`src/rtl/bcd_to_binary.sv`:
```
// Multi-cycle packed-BCD to unsigned binary converter (reverse double dabble).
// Start/done/ack handshake; the result is held in DONE until acknowledged.
module bcd_to_binary #(
  parameter int DIGITS = 3
) (
  input  logic                  clk,
  input  logic                  reset,
  input  logic                  start,
  input  logic                  ack,
  input  logic [4*DIGITS-1:0]   bcd,
  output logic [4*DIGITS-1:0]   binary,
  output logic                  done,
  output logic                  err,
  output logic                  busy
);

  localparam int W  = 4 * DIGITS;
  localparam int CW = $clog2(W + 1);

  typedef enum logic [2:0] {
    ST_I      = 3'd0,
    ST_LOAD   = 3'd1,
    ST_SHIFT  = 3'd2,
    ST_ADJUST = 3'd3,
    ST_DONE   = 3'd4
  } state_t;

  function automatic logic has_bad_digit(input logic [W-1:0] v);
    logic bad;
    bad = 1'b0;
    for (int i = 0; i < DIGITS; i++) begin
      bad = bad | (v[4*i +: 4] > 4'd9);
    end
    return bad;
  endfunction

  // Digits >= 8 after a right shift carried a half-weight 10; subtracting 3 restores BCD.
  function automatic logic [W-1:0] adjust_digits(input logic [W-1:0] v);
    logic [W-1:0] r;
    logic [3:0]   d;
    r = v;
    for (int i = 0; i < DIGITS; i++) begin
      d = v[4*i +: 4];
      r[4*i +: 4] = (d >= 4'd8) ? (d - 4'd3) : d;
    end
    return r;
  endfunction

  state_t         state_r, state_s;
  logic [W-1:0]   dig_r, dig_s;
  logic [W-1:0]   acc_r, acc_s;
  logic [CW-1:0]  cnt_r, cnt_s;
  logic [W-1:0]   bin_s;
  logic           done_s, err_s, busy_s;

  // Next-state, datapath and registered-output computation.
  always_comb begin
    state_s = state_r;
    dig_s   = dig_r;
    acc_s   = acc_r;
    cnt_s   = cnt_r;
    bin_s   = binary;
    done_s  = done;
    err_s   = err;
    busy_s  = busy;
    case (state_r)
      ST_I: begin
        done_s = 1'b0;
        busy_s = 1'b0;
        if (start) begin
          dig_s   = bcd;
          acc_s   = {W{1'b0}};
          cnt_s   = CW'(W);
          busy_s  = 1'b1;
          state_s = ST_LOAD;
        end else begin
          state_s = ST_I;
        end
      end
      ST_LOAD: begin
        if (has_bad_digit(dig_r)) begin
          err_s   = 1'b1;
          bin_s   = {W{1'b0}};
          busy_s  = 1'b0;
          done_s  = 1'b1;
          state_s = ST_DONE;
        end else begin
          err_s   = 1'b0;
          state_s = ST_SHIFT;
        end
      end
      ST_SHIFT: begin
        dig_s = {1'b0, dig_r[W-1:1]};
        acc_s = {dig_r[0], acc_r[W-1:1]};
        cnt_s = cnt_r - CW'(1);
        if (cnt_r == CW'(1)) begin
          bin_s   = {dig_r[0], acc_r[W-1:1]};
          done_s  = 1'b1;
          busy_s  = 1'b0;
          state_s = ST_DONE;
        end else begin
          state_s = ST_ADJUST;
        end
      end
      ST_ADJUST: begin
        dig_s   = adjust_digits(dig_r);
        state_s = ST_SHIFT;
      end
      ST_DONE: begin
        done_s = 1'b1;
        if (ack) begin
          done_s  = 1'b0;
          state_s = ST_I;
        end else begin
          state_s = ST_DONE;
        end
      end
      default: begin
        done_s  = 1'b0;
        busy_s  = 1'b0;
        state_s = ST_I;
      end
    endcase
  end

  // State, datapath and output registers; reset aborts any conversion in flight.
  always_ff @(posedge clk or negedge reset) begin
    if (!reset) begin
      state_r <= ST_I;
      dig_r   <= {W{1'b0}};
      acc_r   <= {W{1'b0}};
      cnt_r   <= {CW{1'b0}};
      binary  <= {W{1'b0}};
      done    <= 1'b0;
      err     <= 1'b0;
      busy    <= 1'b0;
    end else begin
      state_r <= state_s;
      dig_r   <= dig_s;
      acc_r   <= acc_s;
      cnt_r   <= cnt_s;
      binary  <= bin_s;
      done    <= done_s;
      err     <= err_s;
      busy    <= busy_s;
    end
  end

endmodule

```
`config.mk`:
```
export PLATFORM = sky130hd
export DESIGN_NAME = bcd_to_binary
export DESIGN_NICKNAME = d
export VERILOG_FILES = /design/src/rtl/bcd_to_binary.sv
export SDC_FILE = /design/constraint.sdc
export NUM_CORES = 1
export LEC_CHECK = 0
export CELL_PAD_IN_SITES_DETAIL_PLACEMENT = 2
export CELL_PAD_IN_SITES_GLOBAL_PLACEMENT = 2
export CORE_MARGIN = 1.5
export CORE_UTILIZATION = 31
export CTS_CLUSTER_SIZE = 24
export DETAILED_ROUTE_END_ITERATION = 16
export GPL_TIMING_DRIVEN = 0
export PLACE_DENSITY_LB_ADDON = 0.1
export SLEW_MARGIN = 10
export SYNTH_ARGS = -nofsm -noshare
export SYNTH_HDL_FRONTEND = slang
export SYNTH_SLANG_ARGS = --single-unit
```
`constraint.sdc`:
```
create_clock -name clk -period 1.54 [get_ports clk]
set_input_delay 0.462 -clock clk [delete_from_list [all_inputs] [get_ports clk]]
set_output_delay 0.462 -clock clk [all_outputs]
set_load 0.01 [all_outputs]
```
==> results.sh <==
export IMPL_outcome="complete, but fails checks"
export IMPL_violations="setup timing"
export IMPL_m1WireLength_mm=3.32
export IMPL_multi_input_area_um2=1320
export IMPL_grt_pass1_vias=2275
export IMPL_synth_most_common_cell="dfrtp_1"
export IMPL_setup_slack_ps=-121
export IMPL_path_clk_slew_ps=90
export IMPL_fin_skew_ps=4.93
export IMPL_start_kind="flip-flop"
export IMPL_clock_sinks=45
export IMPL_firstDrtPassIters=4
export IMPL_diodes=0
export IMPL_synth_edf_count=0
export IMPL_cp_max_fo=5
export IMPL_num_nets_final=332
export IMPL_fp_dieW_um=90.6
export IMPL_p_total_uw=6010
export IMPL_initial_utilization=0.325
export IMPL_ys_ff_latch=45
export IMPL_yosysWarningCount=0
export IMPL_synth_cell_types=38
export IMPL_p_per_area_nw_per_um2=1820
export IMPL_area_growth_syn_to_layout_pct=38.8
export IMPL_ir_drop_v=0.000543
export IMPL_syn_avg_cell_area_um2=9.92
export IMPL_synthCells=240
export IMPL_synth_nets=270
export IMPL_htreeDepth=2
export IMPL_dp_hpwl_mm=4.71
export IMPL_antenna_found_initial=0
export IMPL_grt_use_total=0.187
export IMPL_clockBufferDepth=2
export IMPL_cts_hold_buf=0
export IMPL_die_y_um=90.6
export IMPL_cts_tree="built"
export IMPL_yosysTopAreaCell="dfrtp_1"
export IMPL_setup_violations=16
export IMPL_seqCellArea_um2=1130
export IMPL_io_pins=31
export IMPL_syn_area_um2=2380
export IMPL_criticalPathCategory="reg -> reg"
export IMPL_drc=0
export IMPL_crit_path_end_kind="flip-flop"
export IMPL_min_period_ps=1660
export IMPL_grt_max_degree=25
export IMPL_cp_arrival_ps=1900
export IMPL_period_share=1.08
export IMPL_fin_util=0.451
export IMPL_grt_overflow=0
export IMPL_io_buffers=30
export IMPL_die_area_um2=8210
export IMPL_coreArea_um2=7330
export IMPL_clock_tree_root_cell="clkbuf_8"
export IMPL_drive_gt1_frac=0.310
export IMPL_grt_setup_unrepaired="yes"
export IMPL_tightest_slew_ps=560
export IMPL_netlist_top_cells_count="dfrtp_1 (45), nand2_1 (25), a21oi_1 (20), ha_1 (14), nor2_1 (14)"
export IMPL_numCtsBuffers=5
export IMPL_synth_flop_cell="dfrtp_1"
export IMPL_wl_per_cell_um=17.6
export IMPL_drt_initial_drc_count=67
export IMPL_ant_nets=0
export IMPL_yosysSeqAreaShare=0.473
export IMPL_wl_met3_um=150
export IMPL_clk_latency_ps=310
export IMPL_slew_headroom=0.627
export IMPL_cp_data_required_time_ps=1780
export IMPL_async_flop_share=1.00
export IMPL_drv_cap=0
export IMPL_synth_area_top_cells="dfrtp_1 (47%), ha_1 (7.4%), a22o_1 (4.8%)"
export IMPL_totalWireLength_mm=7.07
export IMPL_p_leak_uw=0.00148
export IMPL_synth_top_area_share=0.473
export IMPL_routabilityCongestion=0.741
export IMPL_route_vias_total=2048
export IMPL_grt_pass1_wl_mm=12.0
export IMPL_top_layer="met4"
export IMPL_final_hold_viol_count=0
export IMPL_rows=31
export IMPL_slew_viol_final=0
export IMPL_fill_cells=757
export IMPL_fmax_ghz=0.602
export IMPL_vias_per_cell=5.09
export IMPL_dr_wl_met2_mm=3.53
export IMPL_min_path_type="in -> async"
-- area by class of cell --
cell class / count / share of cell area
Sequential cell: 45 / 0.342
Clock buffer: 6 / 0.0220
Multi-Input combinational cell: 168 / 0.400
Timing Repair Buffer: 56 / 0.148
Inverter: 13 / 0.0155
Buffer: 13 / 0.0299
Tap cell: 99 / 0.0375
Clock inverter: 2 / 0.00455
-- path summary, 6_finish.rpt --
path                         endpoint     start  cells past startpoint  slack (ps)
setup / recovery            binary[9]  dig_r[8]                      8        -120
hold / removal               dig_r[5]     reset                      1         130
setup reg to reg            binary[9]  dig_r[8]                      8        -120
hold reg to reg                   err       err                      2         520
max in group asynchronous  state_r[0]     reset                      2         880
min in group clk                  err       err                      2         520
-- power by group --
group	switching (µW)	leakage, µW	total, µW	internal [µW]
combinational	1850	0.000860	3410	1550
sequential	341	0.000579	1850	1500
clock	439	0.0000374	760	321
total	2630	0.00148	6010	3380
-- critical path: stages, from the launching register on --
cell and delay, ps:
dfrtp_2 450, inv_2 90, ha_4 140, o21bai_4 50
a222oi_1 340, buf_4 210, nor2b_4 60, buf_6 140
a21oi_2 110
-- sequential cells by signal, summed over array words and instances, names as in the netlist --
name,flops
acc_r,11
binary,12
busy,1
cnt_r,4
dig_r,12
done,1
err,1
state_r,3
-- cells in the final DEF (no fill, tap or decap), types with 3 or more instances in the layout --
master / netlist / routed
dlygate4sd2_1: 0 / 16
ha_1: 14 / 8
inv_1: 13 / 6
nor3_1: 4 / 3
nand3_1: 13 / 13
dfrtp_1: 45 / 41
buf_4: 1 / 30
ha_4: 0 / 6
inv_2: 0 / 6
a21oi_2: 10 / 14
nand2_1: 25 / 25
nor2_1: 14 / 13
dfrtp_2: 0 / 4
mux2i_1: 8 / 8
a22o_1: 13 / 13
a21oi_1: 20 / 15
o21ai_0: 13 / 9
clkbuf_8: 0 / 5
clkdlybuf4s50_1: 0 / 13
buf_6: 1 / 3
clkbuf_4: 0 / 4
-- cells by family (layout without fill, tap and decap cells) --
logic type	Yosys count	in the layout	share of synthesized area
buffers and inverters	27	90	0.0515
adders and majority gates	14	14	0.0736
AOI/OAI and AO/OA	79	79	0.230
and+or+nand+nor	66	66	0.133
muxes	9	9	0.0384
DFF	45	45	0.473
-- what timing repair did --
action                                  4_1_cts  5_1_grt
cloned                                        1        0
buffers inserted                             17        7
endpoints found under the hold margin         0        0
gates resized for setup                      60       20
pin swaps                                     8        6
endpoints found under the setup margin       54       44
-- through the flow --
stage          std cells  hold WS (ps)  setup WS [ps]  TNS [ps]  instance area [µm²]
2_1_floorplan        240           166          -13.5      -135                 2380
3_3_place_gp         369           493          -1460    -84300                 2800
3_5_place_dp         370           494           -697    -20290                 2820
4_1_cts              396           160           -102      -989                 3160
5_1_grt              402           171           -251     -3660                 3300
6_report             402           135           -121     -1340                 3300
-- routing by layer --
metal / vias up / track usage
li1: 972 / -
met1: 1049 / 0.250
met2: 21 / 0.312
met3: 6 / 0.0303
met4: 0 / 0.0476
met5: - / 0
Note: power is estimated with default switching activity, not from simulation.
